===== src/rtl/amba_dpcm_decoder_saturation_if.sv =====
// APB-style bus bundle for the DPCM decoder: master drives the request, slave returns
// registered read data, ready and error.
interface amba_dpcm_decoder_saturation_if #(
    parameter int DATA_W = 8
);
    logic              psel;
    logic              penable;
    logic              pwrite;
    logic [3:0]        paddr;
    logic [DATA_W-1:0] pwdata;
    logic [DATA_W-1:0] prdata;
    logic              pready;
    logic              pslverr;

    modport master (
        output psel, penable, pwrite, paddr, pwdata,
        input  prdata, pready, pslverr
    );

    modport slave (
        input  psel, penable, pwrite, paddr, pwdata,
        output prdata, pready, pslverr
    );
endinterface


===== src/rtl/amba_dpcm_decoder_saturation.sv =====
// APB DPCM decoder: each DIFF write adds to the predictor and queues the sample for
// SAMPLE reads. Define DPCM_SATURATION_EN to clamp the sum; otherwise it wraps.
module amba_dpcm_decoder_saturation #(
    parameter int FIFO_DEPTH = 4,
    parameter int DATA_W     = 8
) (
    input  logic clk,
    input  logic reset,
    amba_dpcm_decoder_saturation_if.slave bus
);
    localparam int AW = (FIFO_DEPTH > 1) ? $clog2(FIFO_DEPTH) : 1;
    localparam int CW = AW + 1;

    // state_reg names the bus phase most recently sampled at a rising edge
    localparam logic [1:0] S_IDLE  = 2'd0;
    localparam logic [1:0] S_SETUP = 2'd1;
    localparam logic [1:0] S_WAIT  = 2'd2;
    localparam logic [1:0] S_RESP  = 2'd3;

    localparam logic [1:0] OP_NONE  = 2'd0;
    localparam logic [1:0] OP_PUSH  = 2'd1;
    localparam logic [1:0] OP_POP   = 2'd2;
    localparam logic [1:0] OP_CLEAR = 2'd3;

    localparam logic signed [DATA_W:0] SAT_MAX = {2'b00, {(DATA_W-1){1'b1}}};
    localparam logic signed [DATA_W:0] SAT_MIN = {2'b11, {(DATA_W-1){1'b0}}};

    logic [1:0]        state_reg;
    logic [1:0]        op_reg;
    logic [DATA_W-1:0] pred_reg;
    logic [DATA_W-1:0] sum_reg;
    logic [AW-1:0]     wr_ptr_reg;
    logic [AW-1:0]     rd_ptr_reg;
    logic [CW-1:0]     count_reg;
    logic [DATA_W-1:0] prdata_reg;
    logic              pready_reg;
    logic              pslverr_reg;
    logic [DATA_W-1:0] rd_data_reg;

    logic [DATA_W-1:0] mem [FIFO_DEPTH];

    logic              access;
    logic              full;
    logic              empty;
    logic [3:0]        cnt4;
    logic [DATA_W-1:0] status_val;
    logic signed [DATA_W:0] sum_wide;
    logic [DATA_W-1:0] sum_next;
    logic              resp_err;
    logic [DATA_W-1:0] resp_data;
    logic [1:0]        resp_op;
    logic              commit;
    logic [1:0]        unused_addr_bits;

    assign unused_addr_bits = bus.paddr[1:0];

    assign access = bus.psel & bus.penable;
    assign full   = (count_reg == CW'(FIFO_DEPTH));
    assign empty  = (count_reg == '0);
    assign cnt4   = 4'(count_reg);
    assign commit = (state_reg == S_WAIT) && access;

    assign sum_wide = $signed({pred_reg[DATA_W-1], pred_reg})
                    + $signed({bus.pwdata[DATA_W-1], bus.pwdata});

    always_comb begin
`ifdef DPCM_SATURATION_EN
        if (sum_wide > SAT_MAX) begin
            sum_next = SAT_MAX[DATA_W-1:0];
        end else if (sum_wide < SAT_MIN) begin
            sum_next = SAT_MIN[DATA_W-1:0];
        end else begin
            sum_next = sum_wide[DATA_W-1:0];
        end
`else
        sum_next = sum_wide[DATA_W-1:0];
`endif
    end

    always_comb begin
        status_val      = '0;
        status_val[7:4] = cnt4;
        status_val[1]   = full;
        status_val[0]   = empty;
    end

    // Response is decided in the first access cycle and committed one cycle later
    always_comb begin
        resp_err  = 1'b0;
        resp_data = '0;
        resp_op   = OP_NONE;
        case (bus.paddr[3:2])
            2'd0: begin
                if (!bus.pwrite || full) begin
                    resp_err = 1'b1;
                end else begin
                    resp_op = OP_PUSH;
                end
            end
            2'd1: begin
                if (bus.pwrite || empty) begin
                    resp_err = 1'b1;
                end else begin
                    resp_data = rd_data_reg;
                    resp_op   = OP_POP;
                end
            end
            2'd2: begin
                if (bus.pwrite) begin
                    resp_err = 1'b1;
                end else begin
                    resp_data = status_val;
                end
            end
            default: begin
                if (!bus.pwrite) begin
                    resp_err = 1'b1;
                end else if (bus.pwdata[0]) begin
                    resp_op = OP_CLEAR;
                end
            end
        endcase
    end

    always_ff @(posedge clk) begin
        if (reset) begin
            state_reg   <= S_IDLE;
            op_reg      <= OP_NONE;
            pred_reg    <= '0;
            sum_reg     <= '0;
            wr_ptr_reg  <= '0;
            rd_ptr_reg  <= '0;
            count_reg   <= '0;
            prdata_reg  <= '0;
            pready_reg  <= 1'b0;
            pslverr_reg <= 1'b0;
        end else begin
            pready_reg  <= 1'b0;
            prdata_reg  <= '0;
            pslverr_reg <= 1'b0;
            case (state_reg)
                S_SETUP: begin
                    if (access) begin
                        state_reg   <= S_WAIT;
                        pready_reg  <= 1'b1;
                        prdata_reg  <= resp_data;
                        pslverr_reg <= resp_err;
                        op_reg      <= resp_op;
                        sum_reg     <= sum_next;
                    end else if (bus.psel) begin
                        state_reg <= S_SETUP;
                    end else begin
                        state_reg <= S_IDLE;
                    end
                end
                S_WAIT: begin
                    if (access) begin
                        state_reg <= S_RESP;
                    end else if (bus.psel) begin
                        state_reg <= S_SETUP;
                    end else begin
                        state_reg <= S_IDLE;
                    end
                    if (commit) begin
                        case (op_reg)
                            OP_PUSH: begin
                                wr_ptr_reg <= wr_ptr_reg + AW'(1);
                                count_reg  <= count_reg + CW'(1);
                                pred_reg   <= sum_reg;
                            end
                            OP_POP: begin
                                rd_ptr_reg <= rd_ptr_reg + AW'(1);
                                count_reg  <= count_reg - CW'(1);
                            end
                            OP_CLEAR: begin
                                wr_ptr_reg <= '0;
                                rd_ptr_reg <= '0;
                                count_reg  <= '0;
                                pred_reg   <= '0;
                            end
                            default: begin
                            end
                        endcase
                    end
                end
                default: begin
                    // IDLE and RESP both accept a fresh setup phase
                    if (bus.psel && !bus.penable) begin
                        state_reg <= S_SETUP;
                    end else begin
                        state_reg <= S_IDLE;
                    end
                end
            endcase
        end
    end

    // Sample storage: plain array with registered read of the current head
    always_ff @(posedge clk) begin
        if (!reset && commit && (op_reg == OP_PUSH)) begin
            mem[wr_ptr_reg] <= sum_reg;
        end
        rd_data_reg <= mem[rd_ptr_reg];
    end

    assign bus.prdata  = prdata_reg;
    assign bus.pready  = pready_reg;
    assign bus.pslverr = pslverr_reg;

endmodule


===== src/flat_wrapper.sv =====
// flat-port wrapper written by rule: the top's interface ports become plain ports
module amba_dpcm_decoder_saturation_flat 
#(
    parameter int FIFO_DEPTH = 4,
    parameter int DATA_W     = 8
)
  (clk, reset, bus_psel, bus_penable, bus_pwrite, bus_paddr, bus_pwdata, bus_prdata, bus_pready, bus_pslverr);
  amba_dpcm_decoder_saturation_if #(.DATA_W(DATA_W)) bus_i ();
  input  logic clk;
  input  logic reset;
  input wire logic [$bits(bus_i.psel)-1:0] bus_psel;
  input wire logic [$bits(bus_i.penable)-1:0] bus_penable;
  input wire logic [$bits(bus_i.pwrite)-1:0] bus_pwrite;
  input wire logic [$bits(bus_i.paddr)-1:0] bus_paddr;
  input wire logic [$bits(bus_i.pwdata)-1:0] bus_pwdata;
  output wire logic [$bits(bus_i.prdata)-1:0] bus_prdata;
  output wire logic [$bits(bus_i.pready)-1:0] bus_pready;
  output wire logic [$bits(bus_i.pslverr)-1:0] bus_pslverr;
  assign bus_i.psel = bus_psel;
  assign bus_i.penable = bus_penable;
  assign bus_i.pwrite = bus_pwrite;
  assign bus_i.paddr = bus_paddr;
  assign bus_i.pwdata = bus_pwdata;
  assign bus_prdata = bus_i.prdata;
  assign bus_pready = bus_i.pready;
  assign bus_pslverr = bus_i.pslverr;
  amba_dpcm_decoder_saturation #(.FIFO_DEPTH(FIFO_DEPTH), .DATA_W(DATA_W)) u_core (.clk(clk), .reset(reset), .bus(bus_i));
endmodule

===== config.mk =====
export PLATFORM = sky130hd
export DESIGN_NAME = amba_dpcm_decoder_saturation_flat
export DESIGN_NICKNAME = d
export VERILOG_FILES = /design/src/rtl/amba_dpcm_decoder_saturation_if.sv /design/src/rtl/amba_dpcm_decoder_saturation.sv /design/src/flat_wrapper.sv
export SDC_FILE = /design/constraint.sdc
export NUM_CORES = 1
export LEC_CHECK = 0
export ABC_AREA = 1
export CAP_MARGIN = 20
export CORE_UTILIZATION = 25
export DETAILED_ROUTE_END_ITERATION = 6
export HOLD_SLACK_MARGIN = 0.03
export PLACE_DENSITY_LB_ADDON = 0.1
export SLEW_MARGIN = 40
export SYNTH_ARGS = -nofsm -noshare
export SYNTH_HDL_FRONTEND = slang
export SYNTH_SLANG_ARGS = --single-unit

===== constraint.sdc =====
create_clock -name clk -period 4.4 [get_ports clk]
set_clock_uncertainty 0.05 [all_clocks]
set_input_delay 0.88 -clock clk [delete_from_list [all_inputs] [get_ports clk]]
set_output_delay 0.88 -clock clk [all_outputs]
set_load 0.1 [all_outputs]

Word-level counts from Yosys, hierarchy flattened
Memories as Yosys holds them, arrays and structs flattened. A register that Yosys moved wholly into a read port is not among the register bits.
Cells that the tools add are included.
{"block": "totals", "wordCells": 72, "ff_bits": 37, "out_inout_bits": 10, "latchBits": 0, "romBits": 0, "n_memories": 1, "ramBits": 32, "in_bits": 17}
{"block": "classes", "n_eq_ne": 8, "multipliers": 0, "bitwise": 3, "magnitude_cmp": 0, "muxes": 25, "reduce_logical": 20, "n_addsub": 5, "div_mod_pow": 0, "shift": 0}
{"name": "u_core.mem", "depth": 4, "width": 8, "read_ports": 1, "rd_clocked_by_memory_dff": 1, "write_ports": 1, "line": "amba_dpcm_decoder_saturation.sv:40", "text": "logic [DATA_W-1:0] mem [FIFO_DEPTH];"}
{"operator": "8-bit case mux with 2 select lines", "count": 2}
{"operator": "2-bit case mux with 2 select lines", "count": 3}
{"operator": "1-bit two-way mux", "count": 10}
{"operator": "2-bit two-way mux", "count": 5}
{"operator": "3-bit case mux with 3 select lines", "count": 1}
{"operator": "3-bit AND reduction", "count": 3}
{"operator": "8-bit adder", "count": 1}
{"operator": "2-bit == test (second input constant)", "count": 4}
{"operator": "8-bit two-way mux", "count": 1}
{"operator": "7-bit two-way mux", "count": 1}
{"operator": "2-bit by 1-bit == test with 1-bit output (second input constant)", "count": 3}
{"operator": "2-bit case mux with 3 select lines", "count": 1}
{"operator": "2-bit by 1-bit adder with 2-bit output (second input constant)", "count": 2}
{"operator": "1-bit logical AND", "count": 4}
{"operator": "2-bit nonzero test", "count": 2}
{"operator": "3-bit by 1-bit adder with 3-bit output (second input constant)", "count": 1}
{"operator": "3-bit == test (second input constant)", "count": 1}
{"operator": "1-bit zero test", "count": 3}
{"operator": "3-bit zero test", "count": 1}
{"operator": "1-bit case mux with 3 select lines", "count": 1}
{"operator": "3-bit nonzero test", "count": 1}
{"operator": "3-bit OR reduction", "count": 1}
{"operator": "3-bit by 1-bit subtractor with 3-bit output (second input constant)", "count": 1}
{"operator": "2-bit zero test", "count": 1}
{"operator": "5 further kinds", "count": 7}

Longest topological paths before layout
{"block": "logic_depth", "depth_word": 6, "mapped_depth": 10, "mapped_depth_nobuf": 10}

Worst setup path after synthesis
No wires, ideal clock.
{"block": "synth_path", "kind": "input to register", "startpoint": "in bus_psel", "endpoint": "mem u_core.mem[0][0] (enable)", "t_required_ns": 3.979, "n_path_buf": 1, "setup_ns": 0.371, "arrival_ns": 1.778, "path_stages": 7, "path_slack_ns": 2.201, "cell_sequence": "nand2_2 > nor2_4 > nand2_2 > buf_6 > clkinv_4 > nand3_4 > nor2_1"}
{"block": "synth_via", "elab_chain_cells": 6}
{"element": "from (decl)", "line": "flat_wrapper.sv:11", "text": "input wire logic [$bits(bus_i.psel)-1:0] bus_psel;"}
{"element": "1-bit AND", "line": "amba_dpcm_decoder_saturation.sv:57", "text": "assign access = bus.psel & bus.penable;"}
{"element": "1-bit logical AND", "line": "amba_dpcm_decoder_saturation.sv:61", "text": "assign commit = (state_reg == S_WAIT) && access;"}
{"element": "1-bit logical AND (2 in a row)", "line": "amba_dpcm_decoder_saturation.sv:200", "text": "if (!reset && commit && (op_reg == OP_PUSH)) begin"}
{"element": "1-bit two-way mux", "line": "amba_dpcm_decoder_saturation.sv:200"}
{"element": "1-bit two-way mux (implied by the code)", "line": "amba_dpcm_decoder_saturation.sv:201", "text": "mem[wr_ptr_reg] <= sum_reg;"}
{"element": "to (decl)", "line": "amba_dpcm_decoder_saturation.sv:40"}
No other way between the ends.

Worst setup path after layout
{"block": "layout_path", "startpoint": "in bus_penable", "endpoint": "mem u_core.mem[1][3] (enable)"}
{"block": "layout_via", "elab_chain_cells": 6}
{"element": "from (decl)", "line": "flat_wrapper.sv:12", "text": "input wire logic [$bits(bus_i.penable)-1:0] bus_penable;"}
{"element": "1-bit AND", "line": "amba_dpcm_decoder_saturation.sv:57"}
{"element": "1-bit logical AND", "line": "amba_dpcm_decoder_saturation.sv:61"}
{"element": "1-bit logical AND (2 in a row)", "line": "amba_dpcm_decoder_saturation.sv:200"}
{"element": "1-bit two-way mux", "line": "amba_dpcm_decoder_saturation.sv:200"}
{"element": "1-bit two-way mux (implied by the code)", "line": "amba_dpcm_decoder_saturation.sv:201"}
No other way between the ends.

==> results.toml <==
[pwr]
power_density_mw_per_mm2 = 396
finalPower_uw = 1630
peakVddDrop_mv = 0.177
p_leak_uw = 0.00164

[placement]
port_buffers = 24
place_ws_ns = 1.26
gp_congestion = 0.727
placed_area_mm2 = 0.00378
dp_hpwl_um = 5280

[timing]
min_period_ns = 2.74
relSlewSlack_pct = 50.5
setup_viol = 0
final_hold_viol_count = 0
period_share_pct = 62.3
grt_setup_unrepaired = "false"
tightest_slew_ns = 0.740
fin_setup_tns_ns = 0
slew_violations = 0
max_freq_mhz = 365
setup_ws_ns = 1.66
holdWs_ns = 0.376

[setup_path]
rr_endpoint = "u_core.mem[1][3]"
required_ns = 4.32
cp-endpoint = "u_core.mem[1][3]"
path_class = "in -> reg"
arrival_ns = 2.66
cp-startpoint = "bus_penable"
cp-end-kind = "flip-flop"
cp-start-kind = "primary input"
r2r-start = "u_core.state_reg[0]"
rrSetupSlack_ns = 2.19
r2r_cells = 8
crit_fanout = 11

[yosys]
ys_seq_elements = 77
synth_top_area_share_pct = 28.2
synth_area_mm2 = 0.00341
synth-edff-count = 32
synthFlopType = "dfxtp_1"
synthDistinctLibCells = 32
seq_area_frac_synth_pct = 54.6
ys_warn_count = 0
async_flop_share_pct = 0
synth_cells = 351
synth_nets = 387
yosys.area.top_type = "edfxtp_1"
synth_area_per_cell_um2 = 9.71
synth.area.top_cells = "edfxtp_1 (28%), dfxtp_1 (26%), ha_1 (6.2%)"

[floorplan]
io_pins = 27
start_util_pct = 25.7
num_rows = 42
dieWidth_um = 119
core_area_mm2 = 0.0132
die_h_um = 119
fp.dieArea_mm2 = 0.0141

[layout]
antennaDiodeCount = 0
layout.nets = 416
layout-drive-gt1-share_pct = 14.3
area_growth_pct = 21.0
regMostFlops = "u_core.mem"
largest_reg_flops = 32
finalInstanceArea_mm2 = 0.00412

[global_route]
grt_util_all_layers_pct = 11.5
grt_pass1_vias = 2244
grt_antenna_before_repair = 0
grt_pass1_wl_um = 12100
grt_max_degree = 20
grt-ovfl-total = 0

[detailed_routing]
drc_errors = 0
drt-pass1-iter-count = 4
wire_per_inst_um = 13.2
vias = 2334
wl_um = 7410
ant_nets = 0
initialDrtViolationCount = 98
vias_per_cell = 4.16

[run_status]
status = "finished clean"

[clocking]
cts-root-buf = "clkbuf_16"
clk_pin_slew_worst_paths_ns = 0.06
post_cts_resized = 0
postCtsSetupBuffers = 0
htreeDepth = 3
cts_num_sinks = 77
cts.path.max_buffers = 2
numCtsBuffers = 9
clk_latency_ns = 0.34
ctsHoldBuffers = 0
cts_tree = "yes"

[min_path]
hp-class = "reg -> reg"

[flow_run]
cap_viol_max_count = 0
-- worst min path at each step --
| stage | start | cells after the start | end | slack, ns |
|---|---|---|---|---|
| detailed placement | u_core.rd_data_reg[2] | 2 | u_core.bus.prdata[2] | 0.37 |
| global placement | u_core.rd_data_reg[2] | 2 | u_core.bus.prdata[2] | 0.37 |
| global route | u_core.rd_data_reg[2] | 2 | u_core.bus.prdata[2] | 0.40 |
| floorplan | u_core.rd_data_reg[2] | 2 | u_core.bus.prdata[2] | 0.35 |
| CTS | u_core.rd_data_reg[2] | 2 | u_core.bus.prdata[2] | 0.38 |
| finish | u_core.rd_data_reg[2] | 2 | u_core.bus.prdata[2] | 0.38 |
-- metal layers --
metal	part of all wire, %	GRT usage [%]
met1	51	15.2
met2	44	17.4
met3	3.7	3.23
met4	1.7	5.22
met5	0	0
-- kinds of logic after synthesis --
| kind of cell | Yosys count | synth area share (%) |
|---|---|---|
| adder cells (fa/ha/maj) | 19 | 7.42 |
| AO/OA/AOI/OAI | 68 | 12.9 |
| flip-flops | 77 | 54.6 |
| buffers and inverters | 60 | 7.68 |
| XOR/XNOR | 5 | 1.29 |
| AND/OR/NAND/NOR | 122 | 16.0 |
-- power by group --
part           internal (µW)  leakage [µW]  switching [µW]
Sequential               742      0.000666            4.06
Combinational           22.9      0.000806            29.9
Clock                    529      0.000170             304
-- layout by cell type, fill, tap and decap left out, types with 11 or more instances in the layout --
master           netlist  final
a21oi_1               20     20
clkbuf_16              0     11
clkdlybuf4s50_1        0     14
dfxtp_1               45     45
edfxtp_1              32     32
ha_1                  17     17
inv_1                 47     47
nand2_1               53     53
nand3_1               14     14
nor2_1                37     37
o21ai_0               27     27
o22ai_1               11     11
-- area by class of cell --
class / count / area (µm²)
Multi-Input combinational cell: 214 / 1280
Sequential cell: 77 / 1860
Clock buffer: 12 / 289
Clock inverter: 4 / 56.3
Inverter: 51 / 199
Timing Repair Buffer: 27 / 213
Fill cell: 1457 / 9120
Tap cell: 176 / 220
-- critical path, stage by stage --
cell             delay (ns)
clkdlybuf4s50_1        0.49
nand2_2                0.08
nor2_4                 0.13
nand2_2                0.26
clkinv_4               0.12
nand3_4                0.10
nor2_1                 0.59
-- cell usage after synthesis (all sizes together), types with 7 or more instances --
library cell	count
edfxtp	32
o41ai	7
nand2	61
inv	50
o22ai	11
dfxtp	45
o21ai	28
nor2	42
nand3	15
ha	17
buf	8
a21oi	20
-- stage by stage --
step                instances  utilization [%]
floorplan                 351                -
global placement          545             28.9
detailed placement        545             28.5
CTS                       561             31.1
global route              561             31.1
finish                    561             31.1
Power figures use the tool's default switching activity.
==> variant: new RTL, config.mk and constraints unchanged <==
`FIFO_DEPTH` is set to 4 in 2 places; all go to 8.
--- a/src/rtl/amba_dpcm_decoder_saturation.sv
+++ b/src/rtl/amba_dpcm_decoder_saturation.sv
@@ -2,5 +2,5 @@
 // SAMPLE reads. Define DPCM_SATURATION_EN to clamp the sum; otherwise it wraps.
 module amba_dpcm_decoder_saturation #(
-    parameter int FIFO_DEPTH = 4,
+    parameter int FIFO_DEPTH = 8,
     parameter int DATA_W     = 8
 ) (
--- a/src/flat_wrapper.sv
+++ b/src/flat_wrapper.sv
@@ -2,5 +2,5 @@
 module amba_dpcm_decoder_saturation_flat 
 #(
-    parameter int FIFO_DEPTH = 4,
+    parameter int FIFO_DEPTH = 8,
     parameter int DATA_W     = 8
 )
Behaviour: same outputs for any inputs over 10 cycles, from zero or initial values and one cycle with reset high; that may be too few to reach the edited logic, so the function may still have changed.
==> variant against the original RTL <==
Die area grew 42%. Sequential cell count is 35 higher. Clock power is 10% lower. Area after synthesis increased by 43%. Sequential share of layout area increased by 6.3 points. Register-to-register slack got worse by 0.04 ns. Setup slack got worse by 0.24 ns. Final area rose by 36%. Wire length rose by 54%. Total power is 17% higher. Core utilization shrank 1.5 points. Sequential power grew 49%. Critical endpoint is now u_core.mem[1][4].
==> variant: results (changes against the original RTL) <==
| Metric | Value |
|---|---|
| Crit-path leading delay family | `simple AND/OR/NAND/NOR gates` |
| Post-synthesis net count | `516 (+33%)` |
| Post-CTS setup repair buffer count | `0 (unchanged)` |
| Largest net degree at the start of global routing | `35 (+75%)` |
| Worst path arrival time | `2.91 ns (+0.25 ns)` |
| Status | `finished clean` |
| Root buffer cell | `clkbuf_16` |
| Compound-Gate Fraction of Synth Area | `9.97% (-3.0 points)` |
| Vias per std cell | `4.21 (+1.1%)` |
| Port Buffer Count | `24 (unchanged)` |
| Core box area | `0.0189 sq mm (+43%)` |
| Final GP Congestion | `0.678 (-6.7%)` |
| Global-route wire length before repair | `18,000 microns (+49%)` |
| Synth Area in XOR/XNOR | `0.721% (-0.56 points)` |
| Register area share after synthesis | `59.3% (+4.7 points)` |
| Vias in the first global route | `3,274 (+46%)` |
| Mux contribution to synthesized area | `3.30% (+3.3 points)` |
| Crit path largest cell delay | `0.64 ns (+0.05 ns)` |
| Worst-Skew Late Latency | `between 0.3 and 0.4 ns` |
| Unique masters post-synth | `33 (+3.1%)` |
| Worst slew pin tran | `0.819 ns (+0.0791 ns)` |
| Total GRT Usage | `12.1% (+0.62 points)` |
| Clk slew on worst S/H paths | `0.07 ns` |
| Iter 0 DRT Violations | `145 (+48%)` |
| Max reg flops | `64 (+100%)` |
| Wire per inst | `14.8 microns (+12%)` |
| EDFF count, synth | `64 (+100%)` |
| Initial antenna violation count | `0 (unchanged)` |
| Slowest cell on crit path | `nor3_2` |
| Crit-path max FO | `10 (-1)` |
| Most common library cells after synthesis | `nand2_1 (100), edfxtp_1 (64), dfxtp_1 (48)` |
| Synth Area in Adders | `4.53% (-2.9 points)` |
| Async set or reset register ratio after synthesis | `0% (unchanged)` |
| N_diodes | `0 (unchanged)` |
| Nets | `541 (+30%)` |
| Area leader, netlist | `edfxtp_1` |
| Post-DP HPWL | `8180 microns (+55%)` |
| Fillers | `2,027 (+39%)` |
| Leakage | `2.07 nW (+26%)` |
| Clk buf depth | `2 (unchanged)` |
| Worst ir drop on vdd | `132 uV (-26%)` |
| Main area contributors after synthesis | `edfxtp_1 (40%), dfxtp_1 (20%), nand2_1 (7.7%), ha_1 (4.1%), a21oi_1 (3.4%)` |
| Dpl cell area | `0.00533 sq mm (+41%)` |
| Layout cells sized above 1 | `12.7% (-1.6 points)` |
| Pre-antenna DRT Iters | `4 (unchanged)` |
[variant: cell families (layout without fill, tap and decap cells)]
kind of cell / after synthesis / after routing
multiplexers: 16 / 16
AND/OR/NAND/NOR: 178 / 178
flip-flops: 112 / 112
XOR/XNOR: 4 / 4
AO/OA/AOI/OAI: 88 / 88
adder cells (fa/ha/maj): 17 / 17
buffers and inverters: 67 / 97
[variant: area by class of cell]
type	count	area, sq um	area share, %
inverters	55	206	3.68
clock inverters	7	38.8	0.692
multi-input cells	303	1720	30.7
well taps	260	325	5.80
clock buffers	9	225	4.02
repair buffers	26	205	3.66
flip-flops and latches	112	2890	51.5
[variant: per-layer routing]
| layer | GRT usage [%] | wire, microns | up-vias |
|---|---|---|---|
| li1 | - | - | 1684 |
| met1 | 17.1 | 5970 | 1532 |
| met2 | 18.8 | 5120 | 22 |
| met3 | 2.02 | 183 | 10 |
| met4 | 4.24 | 136 | 0 |
| met5 | 0 | 0 | - |
[variant: path summary, 6_finish.rpt]
kind / cells after the start / to / from / slack (ns)
worst max-delay path: 6 / u_core.mem[1][4] / reset / 1.42
worst min-delay path: 2 / u_core.bus.prdata[0] / u_core.rd_data_reg[0] / 0.40
worst max register to register: 8 / u_core.mem[1][4] / u_core.state_reg[0] / 2.15
worst min register to register: 2 / u_core.bus.prdata[0] / u_core.rd_data_reg[0] / 0.40
[variant: power breakdown]
part	internal [mW]	total, mW	switching [mW]
registers	1.10	1.11	0.00691
logic	0.0232	0.0556	0.0324
clock network	0.378	0.748	0.370
[variant: per-stage QoR]
step / setup slack [ns] / utilization [%] / cells
4_1_cts: 1.30 / 29.6 / 772
3_5_place_dp: 0.936 / 28.2 / 756
3_3_place_gp: 1.02 / 28.5 / 756
2_1_floorplan: 2.07 / - / 482
5_1_grt: 1.25 / 29.7 / 772
6_report: 1.42 / 29.7 / 772
